===== src/rtl/slot_alloc_if.sv =====
// slot_alloc_if: allocate/free handshake and occupancy bundle for slot_alloc.
// With SLOT_ALLOC_ERR_EN defined the bundle also carries the sticky o_err flag.
interface slot_alloc_if #(
    parameter int W = 16
);
    localparam int IW = $clog2(W);

    logic          i_alloc_req;
    logic          o_alloc_vld;
    logic [IW-1:0] o_alloc_idx;
    logic          i_free_vld;
    logic [IW-1:0] i_free_idx;
    logic [W-1:0]  o_busy;
    logic [IW:0]   o_cnt;
    logic          o_full;
    logic          o_empty;
`ifdef SLOT_ALLOC_ERR_EN
    logic          o_err;
`endif

    // allocator side
    modport slave (
        input  i_alloc_req, i_free_vld, i_free_idx,
        output o_alloc_vld, o_alloc_idx, o_busy, o_cnt,
`ifdef SLOT_ALLOC_ERR_EN
        output o_err,
`endif
        output o_full, o_empty
    );

    // consumer / producer side
    modport master (
        output i_alloc_req, i_free_vld, i_free_idx,
        input  o_alloc_vld, o_alloc_idx, o_busy, o_cnt,
`ifdef SLOT_ALLOC_ERR_EN
        input  o_err,
`endif
        input  o_full, o_empty
    );
endinterface


===== src/rtl/slot_alloc.sv =====
// slot_alloc: lowest-free-first slot allocator with registered occupancy.
// Optional SLOT_ALLOC_ERR_EN adds sticky o_err and simulation assertions.
module slot_alloc #(
    parameter int W = 16
) (
    input  logic        clk,
    input  logic        arst_n,
    slot_alloc_if.slave bus
);
    localparam int IW = $clog2(W);

    logic [W-1:0]  busy_r;
    logic [W-1:0]  busy_nxt;
    logic [W-1:0]  alloc_oh;
    logic [W-1:0]  free_oh;
    logic [IW:0]   cnt_r;
    logic [IW:0]   cnt_nxt;
    logic          vld_r;
    logic          vld_nxt;
    logic [IW-1:0] idx_r;
    logic [IW-1:0] idx_nxt;
    logic          full_r;
    logic          empty_r;
    logic          alloc_fire;
    logic          free_fire;

    // Next occupancy, count and lowest-free presentation.
    // A free only matches a busy in-range slot, so bad frees drop out here.
    always_comb begin
        alloc_oh   = '0;
        free_oh    = '0;
        alloc_fire = bus.i_alloc_req & vld_r;
        for (int i = 0; i < W; i++) begin
            alloc_oh[i] = alloc_fire && (idx_r == IW'(i));
            free_oh[i]  = bus.i_free_vld && (bus.i_free_idx == IW'(i))
                          && busy_r[i];
        end
        free_fire = |free_oh;
        busy_nxt  = (busy_r | alloc_oh) & ~free_oh;
        cnt_nxt   = cnt_r + {{IW{1'b0}}, alloc_fire}
                          - {{IW{1'b0}}, free_fire};
        vld_nxt   = ~&busy_nxt;
        idx_nxt   = idx_r;
        for (int i = W - 1; i >= 0; i--) begin
            if (!busy_nxt[i]) idx_nxt = IW'(i);
        end
    end

    // State and registered outputs.
    always_ff @(posedge clk or negedge arst_n) begin
        if (!arst_n) begin
            busy_r  <= '0;
            cnt_r   <= '0;
            vld_r   <= 1'b1;
            idx_r   <= '0;
            full_r  <= 1'b0;
            empty_r <= 1'b1;
        end else begin
            busy_r  <= busy_nxt;
            cnt_r   <= cnt_nxt;
            vld_r   <= vld_nxt;
            idx_r   <= idx_nxt;
            full_r  <= (cnt_nxt == (IW+1)'(W));
            empty_r <= (cnt_nxt == '0);
        end
    end

    assign bus.o_busy      = busy_r;
    assign bus.o_cnt       = cnt_r;
    assign bus.o_alloc_vld = vld_r;
    assign bus.o_alloc_idx = idx_r;
    assign bus.o_full      = full_r;
    assign bus.o_empty     = empty_r;

`ifdef SLOT_ALLOC_ERR_EN
    logic err_r;
    logic bad_free;
    logic bad_alloc;

    assign bad_free  = bus.i_free_vld & ~free_fire;
    assign bad_alloc = bus.i_alloc_req & ~vld_r;

    // Sticky flag for any dropped request.
    always_ff @(posedge clk or negedge arst_n) begin
        if (!arst_n) err_r <= 1'b0;
        else         err_r <= err_r | bad_free | bad_alloc;
    end

    assign bus.o_err = err_r;

    // Flag dropped requests and check occupancy consistency.
    always @(posedge clk) begin
        if (arst_n) begin
            assert (!bad_free)
                else $warning("slot_alloc: free of idle or bad slot");
            assert (!bad_alloc)
                else $warning("slot_alloc: alloc while none presented");
            assert ($countones(busy_r) == int'(cnt_r))
                else $error("slot_alloc: count out of sync with busy map");
        end
    end
`endif

endmodule


===== src/flat_wrapper.sv =====
// flat-port wrapper written by rule: the top's interface ports become plain ports
module slot_alloc_flat 
#(
    parameter int W = 16
)
  (clk, arst_n, bus_i_alloc_req, bus_i_free_vld, bus_i_free_idx, bus_o_alloc_vld, bus_o_alloc_idx, bus_o_busy, bus_o_cnt, bus_o_full, bus_o_empty);
  slot_alloc_if #(.W(W)) bus_i ();
  input  logic clk;
  input  logic arst_n;
  input wire logic [$bits(bus_i.i_alloc_req)-1:0] bus_i_alloc_req;
  input wire logic [$bits(bus_i.i_free_vld)-1:0] bus_i_free_vld;
  input wire logic [$bits(bus_i.i_free_idx)-1:0] bus_i_free_idx;
  output wire logic [$bits(bus_i.o_alloc_vld)-1:0] bus_o_alloc_vld;
  output wire logic [$bits(bus_i.o_alloc_idx)-1:0] bus_o_alloc_idx;
  output wire logic [$bits(bus_i.o_busy)-1:0] bus_o_busy;
  output wire logic [$bits(bus_i.o_cnt)-1:0] bus_o_cnt;
  output wire logic [$bits(bus_i.o_full)-1:0] bus_o_full;
  output wire logic [$bits(bus_i.o_empty)-1:0] bus_o_empty;
  assign bus_i.i_alloc_req = bus_i_alloc_req;
  assign bus_i.i_free_vld = bus_i_free_vld;
  assign bus_i.i_free_idx = bus_i_free_idx;
  assign bus_o_alloc_vld = bus_i.o_alloc_vld;
  assign bus_o_alloc_idx = bus_i.o_alloc_idx;
  assign bus_o_busy = bus_i.o_busy;
  assign bus_o_cnt = bus_i.o_cnt;
  assign bus_o_full = bus_i.o_full;
  assign bus_o_empty = bus_i.o_empty;
  slot_alloc #(.W(W)) u_core (.clk(clk), .arst_n(arst_n), .bus(bus_i));
endmodule

===== config.mk =====
export PLATFORM = sky130hd
export DESIGN_NAME = slot_alloc_flat
export DESIGN_NICKNAME = d
export VERILOG_FILES = /design/src/rtl/slot_alloc_if.sv /design/src/rtl/slot_alloc.sv /design/src/flat_wrapper.sv
export SDC_FILE = /design/constraint.sdc
export NUM_CORES = 1
export LEC_CHECK = 0
export ABC_CLOCK_PERIOD_IN_PS = 8530
export CAP_MARGIN = 20
export CORE_AREA = 2 2 59 61
export CTS_CLUSTER_SIZE = 14
export DETAILED_ROUTE_END_ITERATION = 16
export DIE_AREA = 0 0 61 63
export PLACE_DENSITY = 0.78
export SKIP_LAST_GASP = 1
export SYNTH_ARGS = -nofsm -noshare
export SYNTH_HDL_FRONTEND = slang
export SYNTH_SLANG_ARGS = --single-unit

===== constraint.sdc =====
create_clock -name clk -period 8.53 [get_ports clk]
set_input_delay 2.559 -clock clk [delete_from_list [all_inputs] [get_ports clk]]
set_output_delay 2.559 -clock clk [all_outputs]
set_load 0.02 [all_outputs]

==> summary.txt, run 1 <==
Finish
  • Fin nets: 229
  • Antenna diodes: 0
  • Layout cells sized above 1: 6.07%
  • Syn-to-layout area delta: 25.1%
  • Cell area after layout: 2080 sq um
  • Final Util: 64.4%

Global route
  • Vias in the first global route: 1388
  • Largest net degree at the start of global routing: 29
  • First-pass GRT wire length: 6700 microns
  • Global Route Usage Sum: 23.1%
  • Total gr overflow: 0
  • Antenna violations before repair: 0

Logic synthesis
  • Library cells used by synthesis: 50
  • Mapped Cells: 179
  • Synthesized net count: 193
  • Count of flip-flops with a built-in enable after synthesis: 0
  • YS warnings: 0
  • Ys async rst share: 100%
  • #FFs+latches synth: 28
  • Post-synthesis sequential area ratio: 42.3%
  • Post-synthesis cell area: 1660 sq um
  • Prevailing post-synth register cell: dfrtp_1
  • Syn Area/Cell: 9.29 sq um

Worst setup path
  • Setup CP Type: in -> reg
  • CP arrival: 5.98 ns
  • CP Data Required Time: 8.81 ns
  • CP max stage delay: 0.63 ns
  • Crit path capture type: flip-flop
  • Cell chain of the critical path: clkdlybuf4s50_1 > and3b_1 > nand2_1 > o21ai_0 > a2111oi_0 > o211ai_1 > ha_1 > inv_1 > ha_1 > inv_1 > fa_1 > inv_1 > or4_1 > nor2b_1
  • Most frequent cell on the critical path: inv_1
  • Slowest CP cell: clkdlybuf4s50_1
  • Maximum fanout along the worst path: 7
  • CP Launch Type: input port

Floorplanning
  • Full die area: 3840 sq um
  • Starting Density: 51.5%
  • DIE WIDTH: 61 microns
  • I/O pin cnt: 36
  • Die height: 63 microns
  • Core area: 3230 sq um
  • FP Rows: 21

STA
  • Clock Skews: 0.00445 ns
  • Fin. Hold Viols: 0
  • Crit path time final: 5.70 ns
  • Peak Freq: 175 MHz
  • Tightest Pin Transition: 0.459 ns
  • Max-slew headroom: 69.4%
  • Hold Slack: 0.588 ns
  • Final period util: 66.8%
  • Setup violators final: 0
  • RSZ-0062 raised after global routing: no
  • Slew Limit Fails: 0
  • Post-route setup TNS: 0 ns

CTS
  • CTS tree: yes
  • CTS clk-pin slew, worst paths: 0.15 ns
  • CTS root buf: clkbuf_4
  • Post-CTS resize count: 0
  • Clock sinks: 28
  • Clock tree buffer depth: 2
  • Worst-Skew Late Latency: 0.34 ns
  • Cts bufs inserted: 3
  • Hold-fix buffers at CTS: 0
  • Post-CTS setup buffer count: 0
  • H-tree level count: 1

Place
  • PortBufs: 35
  • DP HPWL: 3230 microns
  • GP Congestion: 0.941
  • Cell Area, Placed: 2040 sq um

Hold path
  • Worst min-delay path category: reg -> reg

Route
  • Vias: 1514
  • Remaining antenna violation count: 0
  • DR WL/cell: 16.1 microns
  • Drt via density: 5.82
  • Drt first pass iters: 4
  • Initial DRC Count: 63
  • Final wirelength: 4180 microns
  • Post-route DRC: 0

Pwr
  • VDD IR max: 0.178 mV
  • Leakage: 0.921 nW
  • Pwr per Cell Area: 335 nW/um^2
  • Tot Pwr: 0.697 mW

Flow run
  • Max cap viols: 0

Run status
  • Status: complete, no violations
## final cells by class
class,instances,area [sq um]
inverters,17,63.8
repair buffers,36,358
flip-flops and latches,28,703
clock buffers,4,36.3
multi-input cells,129,862
well taps,46,57.6
fillers,301,1150
## stage by stage
stage          cells  setup WS [ns]
2_1_floorplan    179           3.18
3_3_place_gp     256           2.57
3_5_place_dp     256           2.48
4_1_cts          260           2.81
5_1_grt          260           2.65
6_report         260           2.83
## kinds of logic (layout without fill, tap and decap cells)
family                   Yosys count  count (layout)  synth area share (%)
XOR/XNOR                           4               4                  2.11
AND/OR/NAND/NOR                   71              71                  24.5
multiplexers                       2               2                  1.35
buffers and inverters             22              57                  5.87
AO/OA/AOI/OAI                     46              46                  18.9
flip-flops                        28              28                  42.3
adder cells (fa/ha/maj)            6               6                  4.97
## Yosys cell counts (2+ instances only)
master / count / area share [%]
a211oi_1: 2 / 0.90
a21o_1: 6 / 2.7
a21oi_1: 8 / 2.4
a22oi_1: 2 / 0.90
a31oi_1: 3 / 1.1
and4_1: 3 / 1.6
buf_2: 3 / 0.90
dfrtp_1: 26 / 39
dfstp_2: 2 / 3.2
ha_1: 5 / 3.8
inv_1: 17 / 3.8
nand2_1: 21 / 4.7
nand2b_1: 3 / 1.1
nand3_1: 10 / 3.0
nand4b_1: 2 / 1.1
nor2_1: 13 / 2.9
nor2b_1: 2 / 0.75
nor3_1: 3 / 0.90
nor4_1: 2 / 0.75
o211ai_1: 2 / 0.90
o21ai_0: 6 / 1.8
o21ai_1: 2 / 0.60
o22a_1: 3 / 1.6
o22ai_1: 3 / 1.1
or4_1: 2 / 0.90
xnor2_1: 4 / 2.1
## where the power goes
group / leakage (nW) / internal, mW / switching [mW] / total [mW]
registers: 0.344 / 0.183 / 0.0554 / 0.239
logic: 0.555 / 0.176 / 0.216 / 0.392
clock network: 0.0210 / 0.0262 / 0.0405 / 0.0667
## routing by layer
layer  wire, microns  global-route usage, %  up-vias
li1                -                      -      718
met4              51                   7.88        0
met2            1860                   31.5       57
met3             312                   4.35        7
met1            1950                   36.4      732
met5               0                      0        -
## worst paths after layout
kind / endpoint / startpoint / slack [ns] / cells after the start
max: u_core.bus.o_full / bus_i_free_idx[0] / 2.83 / 14
min: u_core.bus.o_busy[15] / u_core.bus.o_busy[15] / 0.59 / 1
max reg2reg: u_core.bus.o_full / u_core.bus.o_busy[14] / 5.50 / 15
min reg2reg: u_core.bus.o_busy[15] / u_core.bus.o_busy[15] / 0.59 / 1
max in group asynchronous: u_core.bus.o_empty / arst_n / 5.64 / 2
min in group asynchronous: u_core.bus.o_busy[15] / arst_n / 2.57 / 2
## worst max-delay path: cells and delay by family
kind | cells | cell delay (ns)
buffers and inverters | 4 | 0.78
adder cells (fa/ha/maj) | 3 | 0.91
AO/OA/AOI/OAI | 3 | 0.62
AND/OR/NAND/NOR | 4 | 1.09
## flip-flops by register name (all words and copies together) (netlist names)
signal,flops
u_core.bus.o_empty,1
u_core.bus.o_cnt,5
u_core.bus.o_full,1
u_core.bus.o_alloc_vld,1
u_core.bus.o_alloc_idx,4
u_core.bus.o_busy,16
## cell usage in the layout, fill, tap and decap left out, drive strengths merged, types with 2 or more instances in the layout
| cell | n |
|---|---|
| a21oi | 8 |
| nor4 | 3 |
| nand2b | 3 |
| clkdlybuf4s50 | 35 |
| nor3 | 3 |
| inv | 17 |
| nor2 | 13 |
| dfstp | 2 |
| and4 | 3 |
| clkbuf | 4 |
| a21o | 6 |
| o22ai | 4 |
| xnor2 | 4 |
| or4 | 2 |
| a31oi | 3 |
| a211oi | 2 |
| nor2b | 2 |
| ha | 5 |
| a22oi | 2 |
| nand4b | 2 |
| nand4 | 2 |
| dfrtp | 26 |
| nand3 | 10 |
| o22a | 3 |
| mux2 | 2 |
| nand2 | 21 |
| o21ai | 9 |
| o211ai | 2 |
No activity file was read; power rests on OpenSTA's default activity.
==> run 2, diff against run 1 <==
ABC_CLOCK_PERIOD_IN_PS = 4700   (was 8530)
CORE_AREA = 2 2 64 66   (was 2 2 59 61)
DIE_AREA = 0 0 66 68   (was 0 0 61 63)
PLACE_DENSITY = 0.7   (was 0.78)
clock period = 4.7 ns   (was 8.53 ns; I/O delays follow)
==> run 2 against run 1 <==
  * Utilization down 7.4 points
  * Critical path depth is 1 higher
  * First-iteration DRC count increased by 87%
  * Clock skew about the same
  * Critical path type unchanged
==> summary.txt, run 2 (synthesis results as in run 1) <==
STA
  • Clock Skews: 0.00410 ns
  • Setup violators final: 0
  • Post-route setup TNS: 0 ns
  • RSZ-0062 raised after global routing: no
  • Final period util: 94.9%
  • Final WS setup: 0.238 ns
  • Slew Limit Fails: 0
  • Tightest Pin Transition: 0.452 ns
  • Hold Slack: 0.581 ns
  • Max-slew headroom: 69.9%
  • Fin. Hold Viols: 0
  • Peak Freq: 224 MHz
  • Crit path time final: 4.46 ns

CTS
  • CTS tree: yes
  • CTS clk-pin slew, worst paths: 0.10 ns
  • CTS root buf: clkbuf_8
  • Worst-Skew Late Latency: 0.27 ns
  • H-tree level count: 1
  • Post-CTS setup buffer count: 0
  • Clock sinks: 28
  • Cts bufs inserted: 3
  • Clock tree buffer depth: 2

Route
  • Remaining antenna violation count: 0
  • Final wirelength: 4400 microns
  • Post-route DRC: 0
  • Vias: 1562
  • DR WL/cell: 15.9 microns
  • Drt via density: 5.66
  • Drt first pass iters: 5
  • Initial DRC Count: 118

Finish
  • Final Util: 56.9%
  • Multi-input logic area: 863 sq um
  • Register area: 703 sq um
  • Finished Layout Cells: 276
  • Most common cell after layout, fill and taps aside: clkdlybuf4s50_1
  • Commonest non-fill, non-tap cells in the layout: clkdlybuf4s50_1, dfrtp_1, nand2_1, inv_1
  • Fillcell total: 371
  • Syn-to-layout area delta: 32.1%
  • Layout cells sized above 1: 11.1%
  • Largest register FFs: 16
  • Antenna diodes: 0
  • Fin nets: 241

Worst setup path
  • Slowest CP cell: or4_1
  • CP max stage delay: 0.57 ns
  • Most frequent cell on the critical path: inv_1
  • Setup CP Type: in -> reg
  • Setup crit start: bus_i_free_idx[1]
  • Cell chain of the critical path: clkdlybuf4s50_1 > and3b_1 > buf_4 > a22oi_1 > o21ai_0 > nand2_1 > o211ai_1 > ha_1 > inv_1 > ha_1 > inv_1 > fa_1 > inv_1 > or4_1 > nor2_1
  • CP arrival: 4.67 ns
  • Crit path capture type: flip-flop
  • CP Launch Type: input port
  • R2R Path Start: u_core.bus.o_busy[14]
  • CP Data Required Time: 4.91 ns
  • Maximum fanout along the worst path: 8

Place
  • PortBufs: 35
  • Place WS: -0.0379 ns
  • GP Congestion: 0.864
  • Dpl cells: 272
  • DP HPWL: 3340 microns

Pwr
  • Leakage: 0.986 nW
  • Pwr per Cell Area: 591 nW/um^2
  • VDD IR max: 0.400 mV

Hold path
  • Worst min-delay path category: reg -> reg
  • Hold path startpoint: u_core.bus.o_busy[15]

Global route
  • Vias in the first global route: 1453
  • Largest net degree at the start of global routing: 29
  • Total gr overflow: 0
  • Global Route Usage Sum: 21.7%
  • First-pass GRT wire length: 7380 microns
  • Antenna violations before repair: 0

Floorplanning
  • FP Rows: 23
  • Starting Density: 43.1%
  • DIE WIDTH: 66 microns
  • I/O pin cnt: 36
  • Full die area: 4490 sq um
  • Core area: 3860 sq um
  • Die height: 68 microns

Run status
  • Status: complete, no violations

Flow run
  • Max cap viols: 0
run 2: changes by cell type in the layout (fill, tap and decap cells not counted), sizes merged:
| cell | previous run | this run |
|---|---|---|
| buf | 1 | 13 |
run 2: timing repair:
item / in CTS / in global routing
hold buffers: 0 / 0
setup endpoints to repair: 0 / 2
endpoints found under the hold margin: 0 / 0
resized for setup: 0 / 1
run 2: layout make-up:
type                    count  area share, %
clock buffers               4           2.51
inverters                  17           2.91
multi-input cells         129           39.3
flip-flops and latches     28           32.0
well taps                  50           2.85
repair buffers             48           20.4
run 2: path summary, 6_finish.rpt:
path	end	slack [ns]	depth (start not counted)
min	u_core.bus.o_busy[15]	0.58	1
max reg2reg	u_core.bus.o_empty	1.70	15
min in group asynchronous	u_core.bus.o_cnt[3]	1.51	2
max	u_core.bus.o_empty	0.24	15
min reg2reg	u_core.bus.o_busy[15]	0.58	1
max in group asynchronous	u_core.bus.o_empty	2.88	2
run 2: through the flow:
stage	power, mW	area [sq um]
6_report	1.30	2200
5_1_grt	1.40	2200
4_1_cts	1.30	2190
3_5_place_dp	1.15	2140
3_3_place_gp	1.13	2140
2_1_floorplan	0.850	1660
run 2: power breakdown:
group          total (mW)  internal (mW)  switching, mW
clock               0.148         0.0749         0.0733
sequential          0.433          0.333         0.0997
combinational       0.716          0.326          0.390
run 2: metal layers:
metal | global-route usage (%) | vias to the layer above | share of wire (%)
met2 | 32.7 | 58 | 44
met5 | 0 | - | 0
met3 | 2.30 | 6 | 5.5
met1 | 33.8 | 747 | 49
li1 | - | 751 | -
met4 | 4.34 | 0 | 1.4
run 2: worst max-delay path, delay by kind of cell:
family	cells	cell delay (ns)
compound gates	3	0.45
fa+ha+maj	3	0.91
buf+inv	5	0.86
simple gates	4	1.03
==> run 3, diff against run 2 <==
GPL_TIMING_DRIVEN = 0   (was default)
==> run 3 against run 2 <==
  * Global-route usage down 0.79 points
  * Sequential share of layout area rose by 0.73 points
  * Clock power is essentially flat
  * Largest power group unchanged
==> summary.txt, run 3 (synthesis results as in run 1) <==
Worst setup path
  • Slowest CP cell: or4_1
  • CP bufs+invs: 5
  • Most frequent cell on the critical path: inv_1
  • CP arrival: 4.71 ns
  • Crit path capture type: flip-flop
  • Crit-path leading delay family: simple AND/OR/NAND/NOR gates
  • CP Data Required Time: 4.92 ns
  • Setup CP Type: in -> reg
  • Maximum fanout along the worst path: 10
  • CP Launch Type: input port
  • CP max stage delay: 0.57 ns
  • Cell chain of the critical path: clkdlybuf4s50_1 > buf_2 > and2b_1 > nand2_1 > a21oi_1 > a2111oi_2 > o211ai_1 > ha_1 > inv_1 > ha_1 > inv_1 > fa_1 > inv_1 > or4_1 > nor2b_1

CTS
  • Clock sinks: 28
  • CTS root buf: clkbuf_8
  • H-tree level count: 1
  • Worst-Skew Late Latency: 0.28 ns
  • Post-CTS resize count: 0
  • Post-CTS setup buffer count: 0
  • Cts bufs inserted: 3
  • Hold-fix buffers at CTS: 0
  • Clock tree buffer depth: 2
  • CTS clk-pin slew, worst paths: 0.09 ns
  • CTS tree: yes

Place
  • Dpl cells: 263
  • DP HPWL: 3240 microns
  • GP Congestion: 0.835
  • PortBufs: 33
  • Cell Area, Placed: 2080 sq um
  • Place WS: -0.164 ns

Finish
  • Register area: 703 sq um
  • Layout cells sized above 1: 8.76%
  • Multi-input logic area: 868 sq um
  • Largest register FFs: 16
  • Most common cell after layout, fill and taps aside: clkdlybuf4s50_1
  • Cell area after layout: 2150 sq um
  • Fillcell total: 380
  • Commonest non-fill, non-tap cells in the layout: clkdlybuf4s50_1, dfrtp_1, nand2_1, inv_1, nor2_1
  • Finished Layout Cells: 267
  • Syn-to-layout area delta: 29.1%
  • Antenna diodes: 0
  • Fin nets: 232

Pwr
  • Tot Pwr: 1.29 mW
  • VDD IR max: 0.308 mV
  • Pwr per Cell Area: 599 nW/um^2
  • Leakage: 0.962 nW

Route
  • Initial DRC Count: 104
  • Final wirelength: 4190 microns
  • Drt via density: 5.51
  • Drt first pass iters: 4
  • DR WL/cell: 15.7 microns
  • Vias: 1472
  • Post-route DRC: 0
  • Remaining antenna violation count: 0

Floorplanning
  • FP Rows: 23
  • Full die area: 4490 sq um
  • I/O pin cnt: 36
  • Die height: 68 microns
  • Core area: 3860 sq um
  • DIE WIDTH: 66 microns
  • Starting Density: 43.1%

Hold path
  • Worst min-delay path category: reg -> reg

Global route
  • First-pass GRT wire length: 7000 microns
  • Global Route Usage Sum: 20.9%
  • Vias in the first global route: 1392
  • Total gr overflow: 0
  • Antenna violations before repair: 0
  • Largest net degree at the start of global routing: 20

STA
  • Slew Limit Fails: 0
  • Final period util: 95.6%
  • Setup violators final: 0
  • Tightest Pin Transition: 0.557 ns
  • RSZ-0062 raised after global routing: no
  • Fin. Hold Viols: 0
  • Clock Skews: 0.00403 ns
  • Peak Freq: 223 MHz
  • Max-slew headroom: 62.7%
  • Crit path time final: 4.49 ns
  • Final WS setup: 0.207 ns
  • Post-route setup TNS: 0 ns

Flow run
  • Max cap viols: 0

Run status
  • Status: complete, no violations
[run 3: worst reg2reg max path, delay by kind of cell, from the launching register on]
family | cells | cell delay (ns)
buf+inv | 3 | 0.17
flops | 1 | 0.42
fa+ha+maj | 3 | 0.92
compound gates | 3 | 0.25
simple gates | 5 | 0.92
mux | 1 | 0.27
[run 3: per-layer routing]
layer | share of wire [%] | vias to the layer above | wire (microns) | GRT usage (%)
met5 | 0 | - | 0 | 0
met4 | 2.5 | 0 | 106 | 8.93
met3 | 4.5 | 9 | 190 | 3.13
met2 | 45 | 44 | 1900 | 30.7
met1 | 47 | 696 | 1990 | 30.7
li1 | - | 723 | - | -
[run 3: path summary, 6_finish.rpt]
| kind | start | endpoint | slack, ns | cells past startpoint |
|---|---|---|---|---|
| min in group asynchronous | arst_n | u_core.bus.o_full | 1.48 | 1 |
| min | u_core.bus.o_busy[15] | u_core.bus.o_busy[15] | 0.56 | 1 |
| max | bus_i_free_idx[3] | u_core.bus.o_full | 0.21 | 15 |
| min reg2reg | u_core.bus.o_busy[15] | u_core.bus.o_busy[15] | 0.56 | 1 |
| max reg2reg | u_core.bus.o_busy[14] | u_core.bus.o_full | 1.70 | 15 |
| max in group asynchronous | arst_n | u_core.bus.o_alloc_vld | 2.66 | 2 |
[run 3: layout make-up]
| cell class | instances | area share [%] |
|---|---|---|
| inverters | 17 | 2.97 |
| repair buffers | 34 | 16.8 |
| plain buffers | 5 | 1.57 |
| clock buffers | 4 | 2.56 |
| multi-input cells | 129 | 40.4 |
| flip-flops and latches | 28 | 32.8 |
| well taps | 50 | 2.91 |
[run 3: report_power, final]
group	switching (mW)	total [mW]	internal, mW
clock	0.0750	0.150	0.0751
sequential	0.0915	0.424	0.333
combinational	0.390	0.712	0.323
total	0.556	1.29	0.731
[run 3: metrics by stage]
stage / hold WS, ns / utilization, %
3_5_place_dp: 0.557 / 54.0
6_report: 0.563 / 55.7
2_1_floorplan: 0.619 / -
5_1_grt: 0.611 / 55.7
4_1_cts: 0.568 / 55.5
3_3_place_gp: 0.563 / 53.3
